<file path="config.mk">
export PLATFORM = sky130hd
export DESIGN_NAME = mode_sequencer_flat
export DESIGN_NICKNAME = d
export VERILOG_FILES = /design/src/rtl/mode_sequencer_if.sv /design/src/rtl/mode_sequencer.sv /design/src/flat_wrapper.sv
export SDC_FILE = /design/constraint.sdc
export NUM_CORES = 1
export LEC_CHECK = 0
export BUFFER_PORTS_ARGS = -buffer_cell sky130_fd_sc_hd__buf_4
export CAP_MARGIN = 20
export CORE_AREA = 3 3 88 65
export DETAILED_ROUTE_END_ITERATION = 10
export DIE_AREA = 0 0 91 68
export HOLD_SLACK_MARGIN = 0.06
export PLACE_DENSITY = 0.67
export SLEW_MARGIN = 40
export SYNTH_ARGS = -nofsm -noshare
export SYNTH_HDL_FRONTEND = slang
export SYNTH_SLANG_ARGS = --single-unit
</file>
<file path="constraint.sdc">
create_clock -name clk -period 5.1 [get_ports clk]
set_input_delay 0.765 -clock clk [delete_from_list [all_inputs] [get_ports clk]]
set_output_delay 0.765 -clock clk [all_outputs]
set_load 0.01 [all_outputs]
</file>
<file path="src/rtl/mode_sequencer_if.sv">
// Status, override and result signals of the mode sequencer, bundled for the top-level port.
interface mode_sequencer_if #(
    parameter int N_CH = 2
);
    logic            sw_reset;
    logic            sw_enable;
    logic            sw_reset_rise;
    logic            sw_enable_rise;
    logic            pot_init;
    logic            clk_init;
    logic            csr_done;
    logic            pot_cfg_done;
    logic            write_done;
    logic [7:0]      read_count;
    logic            pot_loaded;
    logic            clk_loaded;
    logic            clk_idle;
    logic            clk_running;
    logic            ov_wr;
    logic [N_CH-1:0] ov_mask;
    logic [N_CH-1:0] ov_value;
    logic            ov_clear;

    logic [3:0]      controlstate;
    logic            ufm_reset_n;
    logic [1:0]      prog_led;
    logic [N_CH-1:0] ch_en;
    logic            fault;
    logic [3:0]      fault_code;
    logic [N_CH-1:0] ov_act_dbg;
    logic [N_CH-1:0] fsm_en_dbg;

    modport master (
        output sw_reset, sw_enable, sw_reset_rise, sw_enable_rise,
        output pot_init, clk_init, csr_done, pot_cfg_done, write_done, read_count,
        output pot_loaded, clk_loaded, clk_idle, clk_running,
        output ov_wr, ov_mask, ov_value, ov_clear,
        input  controlstate, ufm_reset_n, prog_led, ch_en, fault, fault_code,
        input  ov_act_dbg, fsm_en_dbg
    );

    modport slave (
        input  sw_reset, sw_enable, sw_reset_rise, sw_enable_rise,
        input  pot_init, clk_init, csr_done, pot_cfg_done, write_done, read_count,
        input  pot_loaded, clk_loaded, clk_idle, clk_running,
        input  ov_wr, ov_mask, ov_value, ov_clear,
        output controlstate, ufm_reset_n, prog_led, ch_en, fault, fault_code,
        output ov_act_dbg, fsm_en_dbg
    );
endinterface

</file>
<file path="src/rtl/mode_sequencer.sv">
// Bring-up / programming sequencer: reset chain, UFM programming, inactive/active modes,
// a wait-state watchdog and per-channel enable overrides.
module mode_sequencer #(
    parameter int N_CH        = 2,
    parameter int TIMEOUT     = 50000,
    parameter int UFM_RST_CYC = 4,
    parameter int READ_WORDS  = 6
) (
    input  logic            clk,
    input  logic            reset,
    mode_sequencer_if.slave bus
);
    typedef enum logic [3:0] {
        ST_RST1     = 4'd0,
        ST_RST2     = 4'd1,
        ST_RST3     = 4'd2,
        ST_PROG1    = 4'd3,
        ST_PROG2    = 4'd4,
        ST_PROG3    = 4'd5,
        ST_INACTIVE = 4'd6,
        ST_ACTIVE   = 4'd7,
        ST_FAULT    = 4'd8
    } state_e;

    localparam logic [15:0] WD_LAST   = 16'(TIMEOUT - 1);
    localparam logic [3:0]  HOLD_LAST = 4'(UFM_RST_CYC);
    localparam logic [7:0]  RD_NEED   = 8'(READ_WORDS);

    // Plain 4-bit register so the unused codes 9..F stay representable and recoverable.
    logic [3:0]      state_q, state_d;
    logic [15:0]     wd_q, wd_d;
    logic [3:0]      hold_q, hold_d;
    logic [1:0]      led_q, led_d;
    logic [N_CH-1:0] fsm_en_q, fsm_en_d;
    logic [N_CH-1:0] ov_act_q, ov_act_d;
    logic [N_CH-1:0] ov_val_q, ov_val_d;
    logic            fault_q, fault_d;
    logic [3:0]      fault_code_q, fault_code_d;

    logic            exit_ok;
    logic [3:0]      exit_to;
    logic            wd_run;
    logic            timeout;
    logic            loaded;
    logic            run_cond;

    always_ff @(posedge clk) begin
        if (reset) begin
            state_q      <= ST_RST1;
            wd_q         <= '0;
            hold_q       <= '0;
            led_q        <= 2'b00;
            fsm_en_q     <= '0;
            ov_act_q     <= '0;
            ov_val_q     <= '0;
            fault_q      <= 1'b0;
            fault_code_q <= '0;
        end else begin
            state_q      <= state_d;
            wd_q         <= wd_d;
            hold_q       <= hold_d;
            led_q        <= led_d;
            fsm_en_q     <= fsm_en_d;
            ov_act_q     <= ov_act_d;
            ov_val_q     <= ov_val_d;
            fault_q      <= fault_d;
            fault_code_q <= fault_code_d;
        end
    end

    always_comb begin
        loaded   = bus.pot_loaded && bus.clk_loaded;
        run_cond = bus.clk_running && bus.sw_enable && !bus.sw_reset;
        exit_ok  = 1'b0;
        exit_to  = state_q;
        wd_run   = 1'b0;
        case (state_q)
            ST_RST1: begin
                exit_ok = bus.sw_enable_rise && bus.sw_reset;
                exit_to = ST_RST2;
            end
            ST_RST2: begin
                exit_ok = (hold_q == HOLD_LAST) && bus.pot_init && bus.clk_init;
                exit_to = ST_RST3;
                wd_run  = 1'b1;
            end
            ST_RST3: begin
                exit_ok = bus.csr_done && bus.pot_cfg_done;
                exit_to = ST_PROG1;
                wd_run  = 1'b1;
            end
            ST_PROG1: begin
                exit_ok = bus.write_done;
                exit_to = ST_PROG2;
            end
            ST_PROG2: begin
                exit_ok = bus.read_count >= RD_NEED;
                exit_to = ST_PROG3;
                wd_run  = 1'b1;
            end
            ST_PROG3: begin
                exit_ok = loaded && !bus.sw_reset && !bus.sw_enable;
                exit_to = ST_INACTIVE;
                wd_run  = !loaded;
            end
            ST_INACTIVE: begin
                exit_ok = bus.clk_idle && !bus.sw_reset && bus.sw_enable_rise;
                exit_to = ST_ACTIVE;
            end
            ST_ACTIVE: begin
                exit_ok = bus.clk_running && !bus.sw_reset && !bus.sw_enable;
                exit_to = ST_PROG2;
            end
            ST_FAULT: exit_ok = 1'b0;
            default: begin
                exit_ok = 1'b1;
                exit_to = ST_RST1;
            end
        endcase

        // A real exit in the same cycle as the last watchdog count beats the timeout.
        timeout = wd_run && (wd_q == WD_LAST) && !exit_ok;
        state_d = state_q;
        if (bus.sw_reset_rise) begin
            state_d = ST_RST1;
        end else if (exit_ok) begin
            state_d = exit_to;
        end else if (timeout) begin
            state_d = ST_FAULT;
        end

        fault_d      = fault_q;
        fault_code_d = fault_code_q;
        if (bus.sw_reset_rise) begin
            fault_d      = 1'b0;
            fault_code_d = '0;
        end else if (timeout) begin
            fault_d      = 1'b1;
            fault_code_d = state_q;
        end

        if (state_d != state_q) begin
            wd_d = '0;
        end else if (wd_run) begin
            wd_d = wd_q + 16'd1;
        end else if (state_q == ST_PROG3) begin
            wd_d = wd_q;
        end else begin
            wd_d = '0;
        end

        hold_d = '0;
        if (state_q == ST_RST2 && state_d == ST_RST2) begin
            hold_d = (hold_q == HOLD_LAST) ? hold_q : hold_q + 4'd1;
        end

        led_d = led_q;
        case (state_q)
            ST_RST1, ST_FAULT: led_d = 2'b00;
            ST_PROG1:          led_d = (state_d == ST_PROG2) ? 2'b10 : 2'b01;
            default:           led_d = led_q;
        endcase

        // Enables follow the state being entered so ch 0 is on from the first ACTIVE cycle.
        fsm_en_d = fsm_en_q;
        case (state_d)
            ST_RST1, ST_INACTIVE, ST_FAULT: fsm_en_d = '0;
            ST_ACTIVE: begin
                fsm_en_d[0] = 1'b1;
                if (state_q == ST_ACTIVE && run_cond) begin
                    fsm_en_d[N_CH-1:1] = '1;
                end
            end
            default: fsm_en_d = fsm_en_q;
        endcase

        // ov_wr / ov_clear are single-cycle strobes sampled every clock; clear wins over write.
        ov_act_d = ov_act_q;
        ov_val_d = ov_val_q;
        if (bus.ov_wr) begin
            ov_act_d = ov_act_q | bus.ov_mask;
            ov_val_d = (ov_val_q & ~bus.ov_mask) | (bus.ov_value & bus.ov_mask);
        end
        if (bus.ov_clear || bus.sw_reset_rise) begin
            ov_act_d = '0;
        end
    end

    assign bus.controlstate = state_q;
    assign bus.ufm_reset_n  = !((state_q == ST_RST1) ||
                                (state_q == ST_RST2 && hold_q != HOLD_LAST));
    assign bus.prog_led     = (state_q == ST_RST1 || state_q == ST_FAULT) ? 2'b00 :
                              (state_q == ST_PROG1) ? 2'b01 : led_q;
    assign bus.ch_en        = (state_q == ST_FAULT) ? '0 :
                              ((ov_act_q & ov_val_q) | (~ov_act_q & fsm_en_q));
    assign bus.fault        = fault_q;
    assign bus.fault_code   = fault_code_q;
    assign bus.ov_act_dbg   = ov_act_q;
    assign bus.fsm_en_dbg   = fsm_en_q;
endmodule

</file>
<file path="src/flat_wrapper.sv">
// flat-port wrapper written by rule: the top's interface ports become plain ports
module mode_sequencer_flat 
#(
    parameter int N_CH        = 2,
    parameter int TIMEOUT     = 50000,
    parameter int UFM_RST_CYC = 4,
    parameter int READ_WORDS  = 6
)
  (clk, reset, bus_sw_reset, bus_sw_enable, bus_sw_reset_rise, bus_sw_enable_rise, bus_pot_init, bus_clk_init, bus_csr_done, bus_pot_cfg_done, bus_write_done, bus_read_count, bus_pot_loaded, bus_clk_loaded, bus_clk_idle, bus_clk_running, bus_ov_wr, bus_ov_mask, bus_ov_value, bus_ov_clear, bus_controlstate, bus_ufm_reset_n, bus_prog_led, bus_ch_en, bus_fault, bus_fault_code, bus_ov_act_dbg, bus_fsm_en_dbg);
  mode_sequencer_if #(.N_CH(N_CH)) bus_i ();
  input  logic clk;
  input  logic reset;
  input wire logic [$bits(bus_i.sw_reset)-1:0] bus_sw_reset;
  input wire logic [$bits(bus_i.sw_enable)-1:0] bus_sw_enable;
  input wire logic [$bits(bus_i.sw_reset_rise)-1:0] bus_sw_reset_rise;
  input wire logic [$bits(bus_i.sw_enable_rise)-1:0] bus_sw_enable_rise;
  input wire logic [$bits(bus_i.pot_init)-1:0] bus_pot_init;
  input wire logic [$bits(bus_i.clk_init)-1:0] bus_clk_init;
  input wire logic [$bits(bus_i.csr_done)-1:0] bus_csr_done;
  input wire logic [$bits(bus_i.pot_cfg_done)-1:0] bus_pot_cfg_done;
  input wire logic [$bits(bus_i.write_done)-1:0] bus_write_done;
  input wire logic [$bits(bus_i.read_count)-1:0] bus_read_count;
  input wire logic [$bits(bus_i.pot_loaded)-1:0] bus_pot_loaded;
  input wire logic [$bits(bus_i.clk_loaded)-1:0] bus_clk_loaded;
  input wire logic [$bits(bus_i.clk_idle)-1:0] bus_clk_idle;
  input wire logic [$bits(bus_i.clk_running)-1:0] bus_clk_running;
  input wire logic [$bits(bus_i.ov_wr)-1:0] bus_ov_wr;
  input wire logic [$bits(bus_i.ov_mask)-1:0] bus_ov_mask;
  input wire logic [$bits(bus_i.ov_value)-1:0] bus_ov_value;
  input wire logic [$bits(bus_i.ov_clear)-1:0] bus_ov_clear;
  output wire logic [$bits(bus_i.controlstate)-1:0] bus_controlstate;
  output wire logic [$bits(bus_i.ufm_reset_n)-1:0] bus_ufm_reset_n;
  output wire logic [$bits(bus_i.prog_led)-1:0] bus_prog_led;
  output wire logic [$bits(bus_i.ch_en)-1:0] bus_ch_en;
  output wire logic [$bits(bus_i.fault)-1:0] bus_fault;
  output wire logic [$bits(bus_i.fault_code)-1:0] bus_fault_code;
  output wire logic [$bits(bus_i.ov_act_dbg)-1:0] bus_ov_act_dbg;
  output wire logic [$bits(bus_i.fsm_en_dbg)-1:0] bus_fsm_en_dbg;
  assign bus_i.sw_reset = bus_sw_reset;
  assign bus_i.sw_enable = bus_sw_enable;
  assign bus_i.sw_reset_rise = bus_sw_reset_rise;
  assign bus_i.sw_enable_rise = bus_sw_enable_rise;
  assign bus_i.pot_init = bus_pot_init;
  assign bus_i.clk_init = bus_clk_init;
  assign bus_i.csr_done = bus_csr_done;
  assign bus_i.pot_cfg_done = bus_pot_cfg_done;
  assign bus_i.write_done = bus_write_done;
  assign bus_i.read_count = bus_read_count;
  assign bus_i.pot_loaded = bus_pot_loaded;
  assign bus_i.clk_loaded = bus_clk_loaded;
  assign bus_i.clk_idle = bus_clk_idle;
  assign bus_i.clk_running = bus_clk_running;
  assign bus_i.ov_wr = bus_ov_wr;
  assign bus_i.ov_mask = bus_ov_mask;
  assign bus_i.ov_value = bus_ov_value;
  assign bus_i.ov_clear = bus_ov_clear;
  assign bus_controlstate = bus_i.controlstate;
  assign bus_ufm_reset_n = bus_i.ufm_reset_n;
  assign bus_prog_led = bus_i.prog_led;
  assign bus_ch_en = bus_i.ch_en;
  assign bus_fault = bus_i.fault;
  assign bus_fault_code = bus_i.fault_code;
  assign bus_ov_act_dbg = bus_i.ov_act_dbg;
  assign bus_fsm_en_dbg = bus_i.fsm_en_dbg;
  mode_sequencer #(.N_CH(N_CH), .TIMEOUT(TIMEOUT), .UFM_RST_CYC(UFM_RST_CYC), .READ_WORDS(READ_WORDS)) u_core (.clk(clk), .reset(reset), .bus(bus_i));
endmodule
</file>
After elaboration in Yosys (flattened, before gate mapping)
Index checks and enable logic that the tools add are counted.
- bits of input ports: 29
- output and inout port bits: 18
- logic and storage cells: 96
- bits in registers: 37
- reduce and logical (&&, ||, !) cells: 39
- $lt $le $gt $ge: 1
- equal/unequal tests: 19
- bitwise logic cells: 10
- add/sub/neg operators: 2
- muxes and demuxes: 15
- operator list (kind ; number):
    4-bit by 3-bit == test with 1-bit output (second input constant) ; 8
    16-bit 2-to-1 mux ; 2
    4-bit case mux with 8 select lines ; 1
    1-bit logical AND ; 18
    16-bit by 1-bit adder with 16-bit output (second input constant) ; 1
    16-bit == test (second input constant) ; 1
    4-bit 2-to-1 mux ; 3
    2-bit OR reduction ; 6
    1-bit case mux with 9 select lines ; 1
    2-bit AND ; 4
    4-bit by 1-bit == test with 1-bit output (second input constant) ; 2
    4-bit by 2-bit == test with 1-bit output (second input constant) ; 2
    4-bit == test (second input constant) ; 2
    8-bit by 3-bit >= comparator with 1-bit output (second input constant) ; 1
    4-bit zero test ; 2
    2-bit 2-to-1 mux ; 4
    2-bit case mux with 2 select lines ; 2
    2-bit bitwise OR ; 3
    3-bit OR reduction ; 2
    1-bit zero test ; 5
    4-bit by 1-bit adder with 4-bit output (second input constant) ; 1
    2-bit by 1-bit != test with 1-bit output (second input constant) ; 2
    4-bit by 3-bit != test with 1-bit output (second input constant) ; 1
    4-bit != test ; 1
    other kinds (7) ; 11

Logic depth before layout (Yosys ltp)
Gate-level depths: netlist of the first run.
- depth in word-level cells: 13
- gate-level depth with buffers: 9
- gate-level depth less buffers: 8

Worst setup path after synthesis of the first run
OpenSTA, ideal clock, no wires.
- path kind: input to register
- start: in bus_pot_loaded
- end: reg u_core.wd_q[1]
- arrival time: 2503 ps
- path buffers: 2
- required time: 4982 ps
- stages on the path: 8
- library setup time: 118 ps
- path slack: 2479 ps
- cell sequence: a31o_4 -> a2111oi_4 -> and4_1 -> buf_4 -> o32ai_1 -> a211oi_4 -> buf_6 -> nor3_2
- cells in the longest elaborated chain, start to end: 11
- elaborated cells on any way between the ends: 16
- those cells by class: eq/ne (2); mux (6); reduce/logical (8)
- ends and longest elaborated chain (element ; line ; text):
    start, declared ; flat_wrapper.sv:23 ; input wire logic [$bits(bus_i.pot_loaded)-1:0] bus_pot_loaded;
    1-bit logical AND * ; mode_sequencer.sv:72 ; loaded = bus.pot_loaded && bus.clk_loaded;
    1-bit logical AND (2 in a row) ; mode_sequencer.sv:102 ; exit_ok = loaded && !bus.sw_reset && !bus.sw_enable;
    1-bit case mux with 9 select lines ; mode_sequencer.sv:77 ; case (state_q)
    1-bit zero test ; mode_sequencer.sv:122 ; timeout = wd_run && (wd_q == WD_LAST) && !exit_ok;
    1-bit logical AND ; mode_sequencer.sv:122 ;
    4-bit 2-to-1 mux ; mode_sequencer.sv:128 ; end else if (timeout) begin
    4-bit 2-to-1 mux ; mode_sequencer.sv:126 ; end else if (exit_ok) begin
    4-bit 2-to-1 mux ; mode_sequencer.sv:124 ; if (bus.sw_reset_rise) begin
    4-bit != test ; mode_sequencer.sv:142 ; if (state_d != state_q) begin
    2-bit OR reduction (no source line) ; -- ;
    end signal, assigned ; mode_sequencer.sv:60 ; wd_q <= wd_d;
    end, declared ; mode_sequencer.sv:31 ; logic [15:0] wd_q, wd_d;
Mark *: on every way between the ends. The rest lies on a longest branch, timed or not.
A chain may end at the register's enable or synchronous reset.

Worst setup path in the final report of the first run
- start: reg u_core.state_q[1] (netlist: u_core.bus.controlstate[1])
- end: reg u_core.wd_q[10]
- cells in the longest elaborated chain, start to end: 10
- elaborated cells on any way between the ends: 24
- those cells by class: eq/ne (10); mux (7); reduce/logical (7)
- ends and longest elaborated chain (element ; line ; text):
    start, declared ; mode_sequencer.sv:30 ; logic [3:0] state_q, state_d;
    start signal, assigned ; mode_sequencer.sv:59 ; state_q <= state_d;
    4-bit by 2-bit == test with 1-bit output (tied with other cells) ; mode_sequencer.sv:77 ;
    3-bit OR reduction (no source line) ; -- ;
    1-bit case mux with 2 select lines ; mode_sequencer.sv:77 ;
    1-bit logical AND (2 in a row) ; mode_sequencer.sv:122 ;
    4-bit 2-to-1 mux ; mode_sequencer.sv:128 ;
    4-bit 2-to-1 mux ; mode_sequencer.sv:126 ;
    4-bit 2-to-1 mux ; mode_sequencer.sv:124 ;
    4-bit != test ; mode_sequencer.sv:142 ;
    2-bit OR reduction (no source line) ; -- ;
Parallel ways exist; a longest one is shown, timed or not.

==> results of run 1 <==
==> stage by stage <==
step / instances / utilization [%] / setup WS [ns]
finish: 376 / 55.9 / 1.74
global route: 376 / 55.9 / 1.50
CTS: 376 / 55.9 / 1.74
detailed placement: 368 / 53.5 / 1.64
global placement: 367 / 53.1 / 1.62
floorplan: 264 / - / 2.48
==> cell families after synthesis <==
group,after synthesis
simple gates,132
flops,37
mux,12
compound gates,60
xor+xnor,3
buf+inv,17
fa+ha+maj,3
==> report_power, final <==
part / total [uW] / internal [uW] / switching (uW)
logic: 57.7 / 27.6 / 30.1
clock network: 256 / 146 / 110
registers: 293 / 290 / 2.81
total: 607 / 464 / 143
==> sequential cells by signal, summed over array words and instances, names as in the netlist, named ones only <==
name,count
u_core.bus.fsm_en_dbg,2
u_core.bus.fault,1
u_core.hold_q,4
u_core.bus.ov_act_dbg,2
u_core.bus.controlstate,4
u_core.led_q,2
u_core.wd_q,16
u_core.bus.fault_code,4
==> routing by layer <==
metal / vias to the layer above / GRT usage (%)
li1: 1060 / -
met1: 926 / 25.5
met2: 48 / 25.4
met3: 5 / 4.07
met4: 0 / 5.08
met5: - / 0
==> layout make-up <==
| type | count | share of cell area [%] |
|---|---|---|
| Tap cell | 69 | 3.20 |
| Timing Repair Buffer | 46 | 13.1 |
| Sequential cell | 37 | 27.4 |
| Clock buffer | 5 | 2.55 |
| Multi-Input combinational cell | 210 | 51.2 |
| Inverter | 6 | 0.834 |
| Clock inverter | 3 | 1.71 |
==> cell usage in the layout (no fill, tap or decap), types with 3 or more instances in the layout <==
cell      instances
nor3_2           12
nor4_1            5
mux2_2            5
or2_2             3
mux2i_1           7
nor3_1            8
nand3_1          15
buf_4            45
inv_1             6
nand3b_1          3
nand2_1          27
a21oi_1          26
and2_1            4
nor2_1           24
nand2b_1          5
a211oi_1          5
dfxtp_1          37
o21ai_0          13
and3_1            9
nand4_1           4
ha_1              3
clkbuf_8          5
o21a_1            3
==> path summary, 6_finish.rpt <==
check / from / to / slack [ns] / depth (start not counted)
worst max-delay path: u_core.bus.controlstate[1] / u_core.wd_q[10] / 1.74 / 6
worst min-delay path: u_core.bus.fault / u_core.bus.fault / 0.45 / 2
worst max register to register: u_core.bus.controlstate[1] / u_core.wd_q[10] / 1.74 / 6
worst min register to register: u_core.bus.fault / u_core.bus.fault / 0.45 / 2
==> worst max-delay path, cell delays in order (launching register included) <==
cell	delay (ns)
dfxtp_1	0.81
nor3_2	0.22
a2111oi_4	0.61
and4_1	0.50
a31o_1	0.19
a221o_1	0.70
nor4_1	0.17
==> flow_summary.json, run 1 <==
{
  "worstSetupStartpointType": "flop",
  "pin_count": 47,
  "maxCapViolCount": 0,
  "cts_tree": "built",
  "grt_overflow": 0,
  "ys_seq_area_share_pct": 33.4,
  "rsz0062_at_grt": "no",
  "htree_levels": 2,
  "critPathCaptureType": "flop",
  "wl_met3_um": 298,
  "synthArstFlopShare_pct": 0,
  "synth_cell_types": 51,
  "layout-drive-gt1-share_pct": 27.4,
  "netlist_area_mm2": 0.00222,
  "grt_max_degree": 22,
  "regArea_um2": 741,
  "synth_top_family_by_area": "simple AND/OR/NAND/NOR gates",
  "vias": 2039,
  "portBuffers": 45,
  "fp.coreArea_mm2": 0.00483,
  "vdd_ir_drop_max_mv": 0.156,
  "hold_class": "reg2reg",
  "grt_use_total_pct": 17.4,
  "antenna_found_initial": 0,
  "die_y_um": 68,
  "fillCellCount": 478,
  "cts_hold_buf": 0,
  "start_util_pct": 45.9,
  "dpl_cell_area_mm2": 0.00259,
  "syn_avg_cell_area_um2": 8.40,
  "clockBufferDepth": 2,
  "cts.clk_slew.worst_paths_ns": 0.08,
  "synth_top_area_share_pct": 33.4,
  "power_uw": 607,
  "yosys.area_share.xor_xnor_pct": 1.19,
  "drt-initial-drc-count": 121,
  "timing.fmax_ghz": 0.297,
  "yosysMostFrequentCell": "dfxtp_1",
  "synth-warning-count": 0,
  "power.density_mw_per_mm2": 225,
  "synth_flop_cell": "dfxtp_1",
  "dieArea_mm2": 0.00619,
  "dr.pass1.iters": 4,
  "routedWlPerCell_um": 14.1,
  "route.top_layer_used": "met4",
  "worstPathMaxFanout": 21,
  "drc_errors": 0,
  "finalClockSkew_ns": 0.00378,
  "post_cts_resized": 0,
  "wl_met1_um": 2820,
  "drv_slew": 0,
  "synth_fp_nets": 296,
  "fin_area_mm2": 0.00270,
  "globalplace.congestion": 0.828,
  "hold_viol": 0,
  "syn_inst": 264,
  "cts_setup_buffers": 0,
  "area_growth_pct": 21.8,
  "holdWs_ns": 0.447,
  "max_slew.worst_pin.slew_ns": 0.856,
  "cts_inserted_buffers": 5,
  "synthSimpleGateAreaFrac_pct": 34.8,
  "crit_required_ns": 5.24,
  "clk_latency_ns": 0.29,
  "outcome": "completed",
  "die_x_um": 91,
  "slew_headroom_pct": 42.9,
  "finalSetupTns_ns": 0,
  "diodes": 0,
  "via_per_inst": 5.42,
  "cts.sinks": 37,
  "setup_viol": 0,
  "cts_root_buf": "clkbuf_8",
  "hpwl_um": 3950,
  "fin_crit_sh_pct": 65.9,
  "yosysTopAreaCell": "dfxtp_1",
  "synth-compound-area-share_pct": 18.8,
  "multi_input_area_mm2": 0.00138,
  "grt_pass1_wl_um": 8690,
  "synth-adder-area-share_pct": 1.69,
  "worstPathArrival_ns": 3.50,
  "worstSetupPathType": "reg2reg",
  "synth_seq_cells": 37,
  "ant_nets": 0,
  "grt_pass1_vias": 1767,
  "yosys-top-cells-count": "dfxtp_1 (37), nand2_1 (27), a21oi_1 (26), nor2_1 (24), nand3_1 (15)",
  "nNetsFinal": 338,
  "synth_edf_count": 0,
  "dr_wl_met2_um": 2150,
  "drt_wl_total_um": 5310,
  "rows": 21,
  "finalCriticalPeriod_ns": 3.36,
  "synth_mux_area_share_pct": 5.70,
  "power.leakage_uw": 0.00104,
  "synth_area_leaders": "dfxtp_1 (33%), a21oi_1 (5.9%), nor3_2 (5.0%)"
}
Note: power is estimated with default switching activity, not from simulation.
==> inputs of run 2 (changes only) <==
--- a/config.mk
+++ b/config.mk
@@ -11,7 +11,7 @@
 export DETAILED_ROUTE_END_ITERATION = 10
 export DIE_AREA = 0 0 91 68
 export HOLD_SLACK_MARGIN = 0.06
-export PLACE_DENSITY = 0.67
+export PLACE_DENSITY = 0.69
 export SLEW_MARGIN = 40
 export SYNTH_ARGS = -nofsm -noshare
 export SYNTH_HDL_FRONTEND = slang
==> constraint.sdc (replaced) <==
create_clock -name clk -period 2.9 [get_ports clk]
set_input_delay 0.435 -clock clk [delete_from_list [all_inputs] [get_ports clk]]
set_output_delay 0.435 -clock clk [all_outputs]
set_load 0.01 [all_outputs]
==> run 2 against run 1 <==
  * Wire length rose by 4.6%
  * Die area did not move
  * Critical path depth rose by 3
  * Core utilization rose by 1.5 points
  * Worst hold slack got worse by 0.13 ns
  * Sequential share of layout area fell by 0.62 points
  * Final cell count rose by 2.9%
  * Clock power rose by 57%
  * Non-clock buffer count rose by 11
  * Count of clock-buffer cells in the layout rose by 2
  * Worst setup slack got worse by 1.4 ns
  * Cell area rose by 2.6%
  * Critical endpoint unchanged
==> flow_summary.json, run 2 (same netlist as run 1, synthesis figures left out) <==
{
  "outcome": "completed",
  "layout-drive-gt1-share_pct": 30.2,
  "clk_latency_ns": 0.29,
  "worstSetupStartpointType": "flop",
  "p_int_uw": 782,
  "r2r-start": "u_core.hold_q[0]",
  "crit_required_ns": 3.10,
  "finalCriticalPeriod_ns": 2.55,
  "via_per_inst": 5.52,
  "globalplace.congestion": 0.851,
  "dr.pass1.iters": 4,
  "power_frac_comb_pct": 11.0,
  "dieArea_mm2": 0.00619,
  "power.leakage_uw": 0.00110,
  "grt_pass1_vias": 1944,
  "nNetsFinal": 349,
  "htree_levels": 2,
  "r2r_slack_ns": 0.35,
  "crit_start": "u_core.hold_q[0]",
  "final_common_cell": "buf_4",
  "grt_pass1_wl_um": 9200,
  "cts_hold_buf": 0,
  "fin_crit_sh_pct": 88.1,
  "utilization_pct": 57.3,
  "hold_viol": 0,
  "portBuffers": 45,
  "finalClockSkew_ns": 0.00795,
  "max_slew.worst_pin.slew_ns": 0.500,
  "power_uw": 1030,
  "reg2reg_depth": 9,
  "worstPathMaxFanout": 16,
  "rows": 21,
  "hold_class": "in2reg",
  "worstSetupPathType": "reg2reg",
  "rsz0062_at_grt": "no",
  "ant_nets": 0,
  "fp.coreArea_mm2": 0.00483,
  "cts.sinks": 37,
  "drc_errors": 0,
  "die_y_um": 68,
  "grt_use_total_pct": 18.4,
  "area_growth_pct": 25.1,
  "fin_area_mm2": 0.00277,
  "dpl_cell_area_mm2": 0.00267,
  "drt_wl_total_um": 5560,
  "grt_max_degree": 19,
  "setup_viol": 0,
  "vdd_ir_drop_max_mv": 0.206,
  "mostFrequentLayoutCells": "buf_4 (56), dfxtp_1 (35), nand2_1 (27)",
  "slew_headroom_pct": 66.7,
  "antenna_found_initial": 0,
  "worstPathArrival_ns": 2.76,
  "post-place-ws_ns": 0.237,
  "setup_ws_ns": 0.345,
  "crit_end": "u_core.wd_q[10]",
  "post_cts_resized": 0,
  "clockBufferDepth": 2,
  "maxCapViolCount": 0,
  "critPathCaptureType": "flop",
  "switchingPower_uw": 246,
  "largest_reg_flops": 16,
  "reg2reg_to": "u_core.wd_q[10]",
  "drv_slew": 0,
  "power.share.clock_pct": 39.0,
  "pwr-share-seq_pct": 50.0,
  "routedWlPerCell_um": 14.4,
  "cts_root_buf": "clkbuf_8",
  "die_x_um": 91,
  "finalSetupTns_ns": 0,
  "drt-initial-drc-count": 199,
  "grt_overflow": 0,
  "cts.clk_slew.worst_paths_ns": 0.08,
  "vias": 2135,
  "p_sw_share_pct": 23.9,
  "start_util_pct": 45.9,
  "timing.fmax_ghz": 0.391,
  "cts_inserted_buffers": 5,
  "pin_count": 47,
  "power.density_mw_per_mm2": 371,
  "diodes": 0,
  "largest_register": "u_core.wd_q",
  "cts_tree": "built",
  "cts_setup_buffers": 0,
  "hpwl_um": 4150
}
==> run 2: routing by layer <==
| metal | GRT usage, % | share of wire, % | vias to the layer above |
|---|---|---|---|
| li1 | - | - | 1074 |
| met2 | 27.3 | 42 | 63 |
| met3 | 4.07 | 6.6 | 6 |
| met1 | 26.5 | 50 | 992 |
| met5 | 0 | 0 | - |
| met4 | 5.83 | 1.2 | 0 |
==> run 2: worst min path at each step <==
stage	slack [ns]	start	depth (start not counted)	to
2_1_floorplan	0.44	flop	2	flop
3_3_place_gp	0.44	u_core.bus.fault	2	u_core.bus.fault
3_5_place_dp	0.44	u_core.bus.fault	2	u_core.bus.fault
4_1_cts	0.31	bus_ov_clear	2	u_core.bus.ov_act_dbg[0]
5_1_grt	0.32	bus_ov_clear	2	u_core.bus.ov_act_dbg[0]
6_report	0.31	bus_ov_clear	2	u_core.bus.ov_act_dbg[0]
==> run 2: power by group through the flow <==
stage                     Combinational (uW)  Clock, uW  Sequential (uW)
after global routing                     124        430              514
final                                    113        401              514
after detailed placement                 113          0              526
after global placement                   111          0              526
after floorplan                         56.6          0              525
after CTS                                113        407              514
==> run 2: critical path: stages (launching register included) <==
cell,delay (ns)
dfxtp_1,0.40
inv_1,0.06
ha_1,0.20
nand3b_1,0.24
nor4_2,0.12
nor4_4,0.38
nor4bb_4,0.55
a211oi_4,0.09
buf_12,0.18
nor4_1,0.24
==> run 2: area by class of cell <==
class | instances | area, um^2
Inverter | 6 | 22.5
Multi-Input combinational cell | 210 | 1380
Fill cell | 480 | 2060
Timing Repair Buffer | 57 | 440
Tap cell | 69 | 86.3
Clock buffer | 7 | 96.3
Sequential cell | 37 | 743
Clock inverter | 1 | 5.00
==> run 2: per-stage QoR <==
stage                     hold slack (ns)  instances
after floorplan                     0.436        264
after global placement              0.436        379
after detailed placement            0.441        379
after CTS                           0.315        387
after global routing                0.318        387
final                               0.314        387
==> inputs of run 3 (changes only) <==
--- a/config.mk
+++ b/config.mk
@@ -12,6 +12,7 @@
 export DIE_AREA = 0 0 91 68
 export HOLD_SLACK_MARGIN = 0.06
 export PLACE_DENSITY = 0.69
+export RECOVER_POWER = 50
 export SLEW_MARGIN = 40
 export SYNTH_ARGS = -nofsm -noshare
 export SYNTH_HDL_FRONTEND = slang
==> run 3 against run 2 <==
  * Die area unchanged
  * Via count barely moved
  * Cell area decreased by 3.2%
  * Worst hold slack better by 0.0075 ns
  * Count of clock-buffer cells in the layout unchanged
  * Combinational power decreased by 4%
  * Clock power fell by 1%
  * Sequential power is essentially flat
  * Core utilization decreased by 1.8 points
  * Sequential share of layout area rose by 0.87 points
  * Total power down 1.0%
  * Non-clock buffer count is the same
  * Critical path type unchanged
  * Largest power group unchanged
==> flow_summary.json, run 3 (same netlist as run 1, synthesis figures left out) <==
{
  "outcome": "completed",
  "finalClockSkew_ns": 0.00369,
  "clk_latency_ns": 0.29,
  "slew_headroom_pct": 62.6,
  "drt-initial-drc-count": 157,
  "worstSetupPathType": "reg2reg",
  "critPathCaptureType": "flop",
  "globalplace.congestion": 0.851,
  "cts_tree": "built",
  "dieArea_mm2": 0.00619,
  "diodes": 0,
  "hold_start": "bus_ov_clear",
  "grt_overflow": 0,
  "post-place-ws_ns": 0.237,
  "grt_max_degree": 19,
  "r2r-start": "u_core.hold_q[0]",
  "rows": 21,
  "crit_start": "u_core.hold_q[0]",
  "worstPathArrival_ns": 2.77,
  "p_sw_share_pct": 23.6,
  "switchingPower_uw": 240,
  "setup_viol": 0,
  "cts_root_buf": "clkbuf_8",
  "fp.coreArea_mm2": 0.00483,
  "fin_area_mm2": 0.00269,
  "grt_pass1_vias": 1944,
  "vias": 2133,
  "htree_levels": 2,
  "fin_crit_sh_pct": 88.8,
  "reg2reg_depth": 9,
  "finalSetupTns_ns": 0,
  "power.share.clock_pct": 38.8,
  "drt_wl_total_um": 5470,
  "r2r_slack_ns": 0.32,
  "final_common_cell": "buf_4",
  "hold_viol": 0,
  "die_y_um": 68,
  "via_per_inst": 5.51,
  "layout-drive-gt1-share_pct": 23.9,
  "timing.fmax_ghz": 0.388,
  "cts_inserted_buffers": 5,
  "drv_slew": 0,
  "hpwl_um": 4150,
  "die_x_um": 91,
  "nNetsFinal": 349,
  "power_frac_comb_pct": 10.6,
  "maxCapViolCount": 0,
  "rsz0062_at_grt": "no",
  "regArea_um2": 743,
  "worstSetupStartpointType": "flop",
  "setup_ws_ns": 0.324,
  "largest_reg_flops": 16,
  "p_int_uw": 778,
  "fillCellCount": 503,
  "clockBufferDepth": 2,
  "antenna_found_initial": 0,
  "holdWs_ns": 0.321,
  "whs_path_depth": 2,
  "start_util_pct": 45.9,
  "crit_required_ns": 3.10,
  "max_slew.worst_pin.slew_ns": 0.561,
  "power.leakage_uw": 0.00102,
  "pwr-share-seq_pct": 50.5,
  "cts_hold_buf": 0,
  "area_growth_pct": 21.1,
  "ant_nets": 0,
  "pin_count": 47,
  "largest_register": "u_core.wd_q",
  "cts.sinks": 37,
  "multi_input_area_mm2": 0.00136,
  "worstPathMaxFanout": 16,
  "cts.clk_slew.worst_paths_ns": 0.07,
  "vdd_ir_drop_max_mv": 0.206,
  "routedWlPerCell_um": 14.1,
  "grt_pass1_wl_um": 9200,
  "holdPathEnd": "u_core.bus.ov_act_dbg[0]",
  "power_uw": 1020,
  "portBuffers": 45,
  "grt_use_total_pct": 18.4,
  "dr.pass1.iters": 4,
  "dpl_cell_area_mm2": 0.00267,
  "reg2reg_to": "u_core.wd_q[10]",
  "hold_class": "in2reg",
  "drc_errors": 0,
  "power.density_mw_per_mm2": 379,
  "mostFrequentLayoutCells": "buf_4 (39), dfxtp_1 (35), nand2_1 (27)",
  "finalCriticalPeriod_ns": 2.58
}
## run 3: area by class of cell
class                           count  area share (%)
Sequential cell                    37            27.7
Timing Repair Buffer               57            14.0
Inverter                            6           0.839
Multi-Input combinational cell    210            50.5
Clock inverter                      1           0.186
Tap cell                           69            3.22
Clock buffer                        7            3.59
## run 3: worst max-delay path by stage
| stage | endpoint | slack (ns) |
|---|---|---|
| after global placement | u_core.wd_q[10] | 0.34 |
| final | u_core.wd_q[10] | 0.32 |
| after detailed placement | u_core.wd_q[10] | 0.24 |
| after CTS | u_core.wd_q[10] | 0.24 |
| after global routing | u_core.wd_q[10] | 0.07 |
| after floorplan | u_core.wd_q[1] | 0.58 |
## run 3: repair_timing
item | in CTS | in global routing
endpoints found under the setup margin | 0 | 1
gates resized for setup | 0 | 2
buffers inserted | 0 | 0
## run 3: per-layer routing
layer / up-vias / GRT usage (%) / wire [um]
met5: - / 0 / 0
met4: 0 / 5.83 / 65
met3: 6 / 4.07 / 343
met2: 66 / 27.3 / 2310
met1: 987 / 26.5 / 2750
li1: 1074 / - / -
## run 3: stage by stage
step | util (%) | instances
after floorplan | - | 264
after global placement | 55.2 | 379
after detailed placement | 55.2 | 379
after CTS | 57.3 | 387
after global routing | 55.5 | 387
final | 55.5 | 387
## run 3: power groups by stage
stage,sequential (uW),clock (uW),combinational [uW]
after floorplan,525,0,56.6
after global placement,526,0,111
after detailed placement,526,0,113
after CTS,514,407,113
after global routing,514,430,119
final,514,395,108
## run 3: critical path, stage by stage, from the launching register on
cell      delay (ns)
dfxtp_1         0.40
inv_1           0.06
ha_1            0.21
nand3b_1        0.24
nor4_2          0.12
nor4_4          0.38
nor4bb_4        0.56
a211oi_4        0.09
buf_12          0.18
nor4_1          0.25
